[src/rtl/pc_fetch_ctrl_pkg.sv]
// Shared definitions for the PC fetch sequencer: FSM state type and the default reset PC.
package pc_fetch_ctrl_pkg;

   typedef enum logic [1:0] {BOOT, RUN, HOLD, HALT} fetch_state_t;

   localparam logic [31:0] RESET_PC_DEFAULT = 32'h0000_0000;

endpackage

[src/rtl/pc_fetch_ctrl_if.sv]
// Bundle of redirect, hazard, instruction-memory and status signals around pc_fetch_ctrl.
// The slave modport is the fetch controller's view; master is the surrounding pipeline's view.
interface pc_fetch_ctrl_if #(
   parameter int PC_W  = 32,
   parameter int CNT_W = 32
);
   logic             redirect_vld;
   logic [PC_W-1:0]  redirect_pc;
   logic             stall;
   logic             halt;
   logic             imem_ready;
   logic             imem_req;
   logic [PC_W-1:0]  imem_addr;
   logic [PC_W-1:0]  pc;
   logic [PC_W-1:0]  pc_plus1;
   logic             if_flush;
   logic             halted;
   logic [CNT_W-1:0] redirect_cnt;
   logic [CNT_W-1:0] stall_cnt;

   // Fetch handshake: a fetch completes on a cycle where imem_req and imem_ready are both high
   // and stall is low; otherwise imem_req stays high with an unchanged imem_addr.
   modport slave (
      input  redirect_vld, redirect_pc, stall, halt, imem_ready,
      output imem_req, imem_addr, pc, pc_plus1, if_flush, halted, redirect_cnt, stall_cnt
   );

   modport master (
      output redirect_vld, redirect_pc, stall, halt, imem_ready,
      input  imem_req, imem_addr, pc, pc_plus1, if_flush, halted, redirect_cnt, stall_cnt
   );
endinterface

[src/rtl/pc_fetch_ctrl_sat_counter.sv]
// Saturating up-counter with synchronous clear; used for the PC_PERF_CNT_EN perf counters.
module sat_counter #(
   parameter int CNT_W = 32
) (
   input  logic             clk,
   input  logic             clr,
   input  logic             inc,
   output logic [CNT_W-1:0] count
);
   logic [CNT_W-1:0] count_q;
   logic [CNT_W-1:0] count_d;

   always_comb begin
      count_d = count_q;
      if (inc && (count_q != '1)) begin
         count_d = count_q + CNT_W'(1);
      end
   end

   always_ff @(posedge clk) begin
      if (clr) begin
         count_q <= '0;
      end else begin
         count_q <= count_d;
      end
   end

   assign count = count_q;
endmodule

[src/rtl/pc_fetch_ctrl.sv]
// Program-counter register and fetch sequencer (BOOT -> RUN <-> HOLD, any -> HALT).
// Optional perf counters are built only when PC_PERF_CNT_EN is defined.
module pc_fetch_ctrl
   import pc_fetch_ctrl_pkg::*;
#(
   parameter logic [31:0] RESET_PC = RESET_PC_DEFAULT,
   parameter int          PC_W     = 32,
   parameter int          CNT_W    = 32
) (
   input  logic               clk,
   input  logic               rst,
   pc_fetch_ctrl_if.slave     bus
);
   fetch_state_t    state_q, state_d;
   logic [PC_W-1:0] pc_q, pc_d;
   logic [PC_W-1:0] pend_pc_q, pend_pc_d;
   logic            pend_vld_q, pend_vld_d;
   logic            if_flush_q, if_flush_d;
   logic            advance;

   assign advance = bus.imem_ready & ~bus.stall;

   always_comb begin
      state_d    = state_q;
      pc_d       = pc_q;
      pend_pc_d  = pend_pc_q;
      pend_vld_d = pend_vld_q;
      if_flush_d = 1'b0;
      case (state_q)
         BOOT: state_d = RUN;
         RUN, HOLD: begin
            if (bus.halt) begin
               state_d    = HALT;
               pend_vld_d = 1'b0;
            end else if (advance) begin
               // A live redirect is the newer decision and supersedes any pending target.
               if (bus.redirect_vld) begin
                  pc_d       = bus.redirect_pc;
                  if_flush_d = 1'b1;
               end else if (pend_vld_q) begin
                  pc_d       = pend_pc_q;
                  if_flush_d = 1'b1;
               end else begin
                  pc_d = pc_q + PC_W'(1);
               end
               pend_vld_d = 1'b0;
               state_d    = RUN;
            end else if (bus.redirect_vld) begin
               pend_pc_d  = bus.redirect_pc;
               pend_vld_d = 1'b1;
               state_d    = HOLD;
            end
         end
         HALT: state_d = HALT;
         default: state_d = BOOT;
      endcase
   end

   always_ff @(posedge clk) begin
      if (rst) begin
         state_q    <= BOOT;
         pc_q       <= PC_W'(RESET_PC);
         pend_pc_q  <= '0;
         pend_vld_q <= 1'b0;
         if_flush_q <= 1'b0;
      end else begin
         state_q    <= state_d;
         pc_q       <= pc_d;
         pend_pc_q  <= pend_pc_d;
         pend_vld_q <= pend_vld_d;
         if_flush_q <= if_flush_d;
      end
   end

   assign bus.imem_req  = (state_q == RUN) || (state_q == HOLD);
   assign bus.imem_addr = pc_q;
   assign bus.pc        = pc_q;
   assign bus.pc_plus1  = pc_q + PC_W'(1);
   assign bus.if_flush  = if_flush_q;
   assign bus.halted    = (state_q == HALT);

`ifdef PC_PERF_CNT_EN
   logic stall_cycle;
   assign stall_cycle = ((state_q == RUN) || (state_q == HOLD)) & ~advance;

   // if_flush_d is high exactly when a redirect (live or pending) is applied.
   sat_counter #(.CNT_W(CNT_W)) u_redirect_cnt (
      .clk   (clk),
      .clr   (rst),
      .inc   (if_flush_d),
      .count (bus.redirect_cnt)
   );

   sat_counter #(.CNT_W(CNT_W)) u_stall_cnt (
      .clk   (clk),
      .clr   (rst),
      .inc   (stall_cycle),
      .count (bus.stall_cnt)
   );
`else
   assign bus.redirect_cnt = '0;
   assign bus.stall_cnt    = '0;
`endif
endmodule

[src/flat_wrapper.sv]
// flat-port wrapper written by rule: the top's interface ports become plain ports
module pc_fetch_ctrl_flat import pc_fetch_ctrl_pkg::*;
#(
   parameter logic [31:0] RESET_PC = RESET_PC_DEFAULT,
   parameter int          PC_W     = 32,
   parameter int          CNT_W    = 32
)
  (clk, rst, bus_redirect_vld, bus_redirect_pc, bus_stall, bus_halt, bus_imem_ready, bus_imem_req, bus_imem_addr, bus_pc, bus_pc_plus1, bus_if_flush, bus_halted, bus_redirect_cnt, bus_stall_cnt);
  pc_fetch_ctrl_if #(.PC_W(PC_W), .CNT_W(CNT_W)) bus_i ();
  input  logic clk;
  input  logic rst;
  input wire logic [$bits(bus_i.redirect_vld)-1:0] bus_redirect_vld;
  input wire logic [$bits(bus_i.redirect_pc)-1:0] bus_redirect_pc;
  input wire logic [$bits(bus_i.stall)-1:0] bus_stall;
  input wire logic [$bits(bus_i.halt)-1:0] bus_halt;
  input wire logic [$bits(bus_i.imem_ready)-1:0] bus_imem_ready;
  output wire logic [$bits(bus_i.imem_req)-1:0] bus_imem_req;
  output wire logic [$bits(bus_i.imem_addr)-1:0] bus_imem_addr;
  output wire logic [$bits(bus_i.pc)-1:0] bus_pc;
  output wire logic [$bits(bus_i.pc_plus1)-1:0] bus_pc_plus1;
  output wire logic [$bits(bus_i.if_flush)-1:0] bus_if_flush;
  output wire logic [$bits(bus_i.halted)-1:0] bus_halted;
  output wire logic [$bits(bus_i.redirect_cnt)-1:0] bus_redirect_cnt;
  output wire logic [$bits(bus_i.stall_cnt)-1:0] bus_stall_cnt;
  assign bus_i.redirect_vld = bus_redirect_vld;
  assign bus_i.redirect_pc = bus_redirect_pc;
  assign bus_i.stall = bus_stall;
  assign bus_i.halt = bus_halt;
  assign bus_i.imem_ready = bus_imem_ready;
  assign bus_imem_req = bus_i.imem_req;
  assign bus_imem_addr = bus_i.imem_addr;
  assign bus_pc = bus_i.pc;
  assign bus_pc_plus1 = bus_i.pc_plus1;
  assign bus_if_flush = bus_i.if_flush;
  assign bus_halted = bus_i.halted;
  assign bus_redirect_cnt = bus_i.redirect_cnt;
  assign bus_stall_cnt = bus_i.stall_cnt;
  pc_fetch_ctrl #(.RESET_PC(RESET_PC), .PC_W(PC_W), .CNT_W(CNT_W)) u_core (.clk(clk), .rst(rst), .bus(bus_i));
endmodule
[config.mk]
export PLATFORM = sky130hd
export DESIGN_NAME = pc_fetch_ctrl_flat
export DESIGN_NICKNAME = d
export VERILOG_FILES = /design/src/rtl/pc_fetch_ctrl_pkg.sv /design/src/rtl/pc_fetch_ctrl_if.sv /design/src/rtl/pc_fetch_ctrl_sat_counter.sv /design/src/rtl/pc_fetch_ctrl.sv /design/src/flat_wrapper.sv
export SDC_FILE = /design/constraint.sdc
export NUM_CORES = 1
export LEC_CHECK = 0
export ABC_AREA = 1
export BUFFER_PORTS_ARGS = -buffer_cell sky130_fd_sc_hd__buf_2
export CORE_UTILIZATION = 49
export CTS_CLUSTER_DIAMETER = 200
export CTS_CLUSTER_SIZE = 28
export DETAILED_ROUTE_END_ITERATION = 16
export PLACE_DENSITY = 0.82
export SLEW_MARGIN = 40
export SYNTH_ARGS = -nofsm -noshare
export SYNTH_HDL_FRONTEND = slang
export SYNTH_SLANG_ARGS = --single-unit
[constraint.sdc]
create_clock -name clk -period 1.7 [get_ports clk]
set_input_delay 0.255 -clock clk [delete_from_list [all_inputs] [get_ports clk]]
set_output_delay 0.255 -clock clk [all_outputs]
set_load 0.01 [all_outputs]
### After elaboration in Yosys (flattened, before gate mapping)

Index checks and enable logic that the tools add are counted.

| word-level totals | value |
|---|---|
| ROM bits | 0 |
| memories kept | 0 |
| bits in registers | 68 |
| word-level logic and storage cells | 34 |
| latch bits | 0 |
| bits in writable memories | 0 |

| operators by class | value |
|---|---|
| magnitude comparators | 0 |
| mux-type cells | 11 |
| equal/unequal tests | 4 |
| add/subtract/negate cells | 1 |
| reductions and logical operators | 8 |
| bitwise logic cells | 5 |
| div/mod/pow operators | 0 |
| $mul | 0 |
| shift operators | 0 |

Operators by type and width:

| cell | count |
|---|---|
| 32-bit two-way mux | 2 |
| 32-bit by 1-bit adder with 32-bit output (second input constant) | 1 |
| 2-bit two-way mux | 3 |
| 2-bit case mux with 3 select lines | 1 |
| 1-bit two-way mux | 5 |
| 2-bit == test (second input constant) | 2 |
| 4-bit by 3-bit inequality test with 1-bit output (second input constant) | 1 |
| 1-bit NOT | 4 |
| 4-bit AND reduction | 1 |
| 4-bit OR reduction | 1 |
| 3-bit AND reduction | 1 |
| 3-bit nonzero test | 1 |
| 2-bit by 1-bit == test with 1-bit output (second input constant) | 1 |
| 2-bit zero test | 1 |
| 2-bit AND reduction | 1 |
| 2-bit OR reduction | 1 |
| 1-bit AND | 1 |
| 1-bit logical OR | 1 |

### Longest topological paths before layout

| depth | value |
|---|---|
| depth in word-level cells | 5 |
| mapped depth | 10 |

### Least setup slack after synthesis

Ideal clock, no wire load.

| timing path | value |
|---|---|
| path kind | flip-flop to output port |
| start point | reg u_core.pc_q[0], in the netlist u_core.bus.imem_addr[0] |
| end point | out bus_pc_plus1[12] |
| cell stages (with the launch flop) | 8 |
| arrival time | 1.384 ns |
| slack | 0.061 ns |
| path through | dfxtp_1 -> ha_1 -> nand2_1 -> nor2_4 -> nand2_4 -> nor2_4 -> xor2_1 -> inv_1 |

| on the way | value |
|---|---|
| word-level cells in the longest chain between the ends | 1 |

Ends and longest elaborated chain:

| what | line | text |
|---|---|---|
| from (decl) | pc_fetch_ctrl.sv:15 | `logic [PC_W-1:0] pc_q, pc_d;` |
| from (signal assigned) | pc_fetch_ctrl.sv:62 | `pc_q <= PC_W'(RESET_PC);` |
| from (signal assigned) | pc_fetch_ctrl.sv:68 | `pc_q <= pc_d;` |
| 32-bit by 1-bit adder with 32-bit output | pc_fetch_ctrl.sv:78 | `assign bus.pc_plus1 = pc_q + PC_W'(1);` |
| to (decl) | flat_wrapper.sv:20 | `output wire logic [$bits(bus_i.pc_plus1)-1:0] bus_pc_plus1;` |

No other way between the ends.

### Worst setup path in the final report

| timing path | value |
|---|---|
| start point | reg u_core.pc_q[1], in the netlist u_core.bus.imem_addr[1] |
| end point | out bus_pc_plus1[26] |

The elaborated chain is that of the path after synthesis.

==> insert_results.sql <==
INSERT INTO impl_metrics (metric_group, metric, value, unit) VALUES
('outcome', 'outcome', 'finished with violations', ''),
('outcome', 'failed_checks', 'setup timing', ''),
('critical_path', 'setup.reg_to_reg.worst_slack', '-0.03', 'ns'),
('critical_path', 'timing.setup.critical_path_class', 'reg2out', ''),
('floorplan', 'die_y', '100.6', 'um'),
('synthesis', 'synth_top_area_share', '28.57', '%'),
('synthesis', 'yosysWarnings', '0', ''),
('critical_path', 'r2r_start', 'u_core.bus.imem_addr[3]', ''),
('critical_path', 'crit_fanout', '4', ''),
('clocking', 'tritoncts', 'yes', ''),
('clocking', 'cts_root_buf', 'sky130_fd_sc_hd__clkbuf_8', ''),
('synthesis', 'seq_area_frac_synth', '28.57', '%'),
('floorplan', 'die_width', '100.6', 'um'),
('critical_path', 'reg2regPathDepth', '10', ''),
('worst_hold_path', 'holdCritStartpoint', 'bus_redirect_pc[9]', ''),
('synthesis', 'post-synth-top-area-cell', 'sky130_fd_sc_hd__dfxtp_1', ''),
('critical_path', 'critical_path.max_stage_delay', '0.37', 'ns'),
('critical_path', 'critical_path.endpoint_type', 'primary output', ''),
('clocking', 'clock_tree.htree_level_count', '3', ''),
('clocking', 'cts-root-to-sink-buffers', '2', ''),
('drt', 'avg_vias_per_cell', '5.180', ''),
('layout', 'finish.net_count', '947', ''),
('critical_path', 'critical_path.cell_chain', 'ha_4 -> nand3_1 -> nor2_2 -> nand2_2 -> clkinv_4 -> nand3_1 -> nand2_1 -> buf_2', ''),
('clocking', 'cts.sinks', '68', ''),
('sta', 'timing.final.ws_setup', '-0.3867', 'ns'),
('layout', 'num_antenna_cells', '0', ''),
('placement', 'placedInstanceArea', '5361', 'um^2'),
('sta', 'fin_setup_tns', '-7.741', 'ns'),
('global_routing', 'grt_pass1_vias', '4600', ''),
('sta', 'fin_worst_skew', '0.01519', 'ns'),
('floorplan', 'fp-row-count', '35', ''),
('drt', 'wl_per_cell', '14.71', 'um'),
('sta', 'rsz0062_at_grt', 'true', ''),
('floorplan', 'floorplan.die_area', '10120', 'um^2'),
('clocking', 'cts.hold.buffers_added', '0', ''),
('drt', 'detail_route.wirelength', '15.30', 'mm'),
('synthesis', 'synth.ff_latch_count', '68', ''),
('clocking', 'clk_pin_slew_worst_paths', '0.09', 'ns'),
('critical_path', 'worst_path_most_repeated_cell', 'sky130_fd_sc_hd__nand3_1', ''),
('clocking', 'cts_inserted_buffers', '9', ''),
('floorplan', 'floorplan.io_pins', '201', ''),
('synthesis', 'netlist_instances', '750', ''),
('sta', 'report.final.setup_viol', '30', ''),
('layout', 'synth_to_final_area_change', '30.88', '%'),
('layout', 'layoutNonFillerInstCount', '1040', ''),
('placement', 'routabilityCongestion', '0.9869', ''),
('sta', 'clock.fmax', '0.4792', 'GHz'),
('critical_path', 'critical_path_required', '1.44', 'ns'),
('synthesis', 'post_synth_instance_area', '4765', 'um^2'),
('worst_hold_path', 'min_path_type', 'in2reg', ''),
('critical_path', 'worstReg2RegEnd', 'u_core.bus.imem_addr[9]', ''),
('sta', 'min_period', '2.087', 'ns'),
('floorplan', 'initial_core_util', '51.08', '%'),
('drt', 'routed-via-count', '5387', ''),
('layout', 'share_of_final_layout_standard_cells_stronger_than_drive_strength_1', '36.11', '%'),
('sta', 'layout_worst_path_cycle_share', '122.7', '%'),
('global_routing', 'grt_start_max_net_pins', '62', ''),
('power', 'power_density', '764.2', 'nW/um^2'),
('critical_path', 'worstSetupStartpoint', 'u_core.bus.imem_addr[1]', ''),
('drt', 'initialDrtViolationCount', '443', ''),
('clocking', 'worst_skew_pair.late_latency', '0.37', 'ns'),
('critical_path', 'critPathArrivalTime', '1.83', 'ns'),
('global_routing', 'overflow', '0', ''),
('synthesis', 'synth-edff-count', '0', ''),
('global_routing', 'grt_first_pass_wirelength', '22.04', 'mm'),
('power', 'report.power.total', '4.765', 'mW'),
('synthesis', 'post_synth_main_area_contributors', 'sky130_fd_sc_hd__dfxtp_1 (29%), sky130_fd_sc_hd__buf_4 (15%), sky130_fd_sc_hd__nand2_1 (15%), sky130_fd_sc_hd__a21oi_1 (10%), sky130_fd_sc_hd__nor2_1 (7.4%)', ''),
('placement', 'port_buffer_count', '136', ''),
('sta', 'finalHoldViolations', '0', ''),
('flow_run', 'max-cap-violations', '0', ''),
('drt', 'final_antenna_net_count', '0', '');
-- synth_stat cells, types with 3 or more instances --
master                       n
sky130_fd_sc_hd__nand2_1   193
sky130_fd_sc_hd__nand3b_1    4
sky130_fd_sc_hd__a21oi_1    98
sky130_fd_sc_hd__nor2_4      8
sky130_fd_sc_hd__inv_1      41
sky130_fd_sc_hd__nor2_2      3
sky130_fd_sc_hd__xnor2_1     4
sky130_fd_sc_hd__buf_2       3
sky130_fd_sc_hd__o21ai_1     3
sky130_fd_sc_hd__buf_4      98
sky130_fd_sc_hd__clkbuf_8    3
sky130_fd_sc_hd__dfxtp_1    68
sky130_fd_sc_hd__o21ai_0    51
sky130_fd_sc_hd__ha_1        3
sky130_fd_sc_hd__nand3_1    30
sky130_fd_sc_hd__clkbuf_1   21
sky130_fd_sc_hd__nor2_1     94
sky130_fd_sc_hd__xor2_1      6
-- area by class of cell --
class                      instances  area, um^2
clock buffer                      10       137.6
inverter                          44       172.7
clock inverter                     6       135.1
multi-input combinational        573        2902
timing repair buffer             210        1326
fill                             796        3092
sequential                        68        1401
tap                              129       161.4
-- report_power, final --
part | switching (mW) | leakage, nW | internal [mW]
Combinational | 0.710 | 2.38 | 0.446
Sequential | 0.0821 | 0.562 | 1.69
Clock | 0.678 | 0.129 | 1.16
Total | 1.47 | 3.07 | 3.30
-- critical path: cells and delay by family, from the launching register on --
family	cells	cell delay (ns)
fa+ha+maj	1	0.15
flops	1	0.37
simple gates	5	0.73
buf+inv	2	0.23
-- how the worst min path moves through the flow --
stage	to	slack, ns	cells after the start
detailed placement	u_core.pend_pc_q[1]	0.45	2
floorplan	u_core.pend_pc_q[29]	0.40	2
global route	u_core.pend_pc_q[4]	0.15	3
CTS	u_core.pend_pc_q[8]	0.14	3
global placement	u_core.pend_pc_q[0]	0.44	2
finish	u_core.pend_pc_q[9]	0.14	3
-- per-stage QoR --
step | hold slack [ns] | utilization (%) | worst slack [ns]
finish | 0.1422 | 66.85 | -0.3867
detailed placement | 0.4523 | 57.48 | 0.01278
global route | 0.1455 | 66.85 | -0.4600
CTS | 0.1394 | 63.21 | -0.2855
global placement | 0.4378 | 57.48 | 0.04243
floorplan | 0.4024 | - | 0.06091
-- cell usage in the layout (no fill, tap or decap), types with 6 or more instances in the layout --
master / Yosys / routed
sky130_fd_sc_hd__nand2_1: 193 / 165
sky130_fd_sc_hd__buf_2: 3 / 129
sky130_fd_sc_hd__a21oi_1: 98 / 96
sky130_fd_sc_hd__nor2_1: 94 / 77
sky130_fd_sc_hd__conb_1: 1 / 64
sky130_fd_sc_hd__buf_4: 98 / 64
sky130_fd_sc_hd__o21ai_0: 51 / 48
sky130_fd_sc_hd__dfxtp_1: 68 / 48
sky130_fd_sc_hd__inv_1: 41 / 40
sky130_fd_sc_hd__nand2_2: 1 / 26
sky130_fd_sc_hd__nand3_1: 30 / 26
sky130_fd_sc_hd__nor2_4: 8 / 16
sky130_fd_sc_hd__buf_6: 0 / 16
sky130_fd_sc_hd__dfxtp_2: 0 / 14
sky130_fd_sc_hd__nor2_2: 3 / 12
sky130_fd_sc_hd__clkbuf_8: 3 / 10
sky130_fd_sc_hd__dfxtp_4: 0 / 6
-- sequential cells by signal (all words and copies together) (netlist names) --
signal                count
u_core.bus.imem_addr     32
u_core.pend_pc_q         32
u_core.state_q            2
u_core.bus.if_flush       1
u_core.pend_vld_q         1
-- cells by family after synthesis --
family | count (synthesis) | share of synthesized area, %
buffers and inverters | 172 | 22.09
other | 1 | 0.07871
flip-flops | 68 | 28.57
AO/OA/AOI/OAI | 156 | 16.62
AND/OR/NAND/NOR | 340 | 30.02
adder cells (fa/ha/maj) | 3 | 0.7879
XOR/XNOR | 10 | 1.838
-- layer usage --
metal / vias up / GRT usage [%] / share of wire [%] / wire [um]
met4: 0 / 9.588 / 2.8 / 433
met1: 2452 / 35.13 / 39 / 5915
li1: 2543 / - / - / -
met2: 345 / 47.79 / 50 / 7590
met5: - / 0 / 0 / 0
met3: 47 / 5.201 / 8.9 / 1355
-- what timing repair did --
item / in CTS / in global routing
pin swaps: 24 / 41
setup buffers: 9 / 15
endpoints found under the setup margin: 28 / 54
resized for setup: 60 / 66
(Power assumes the default switching activity.)
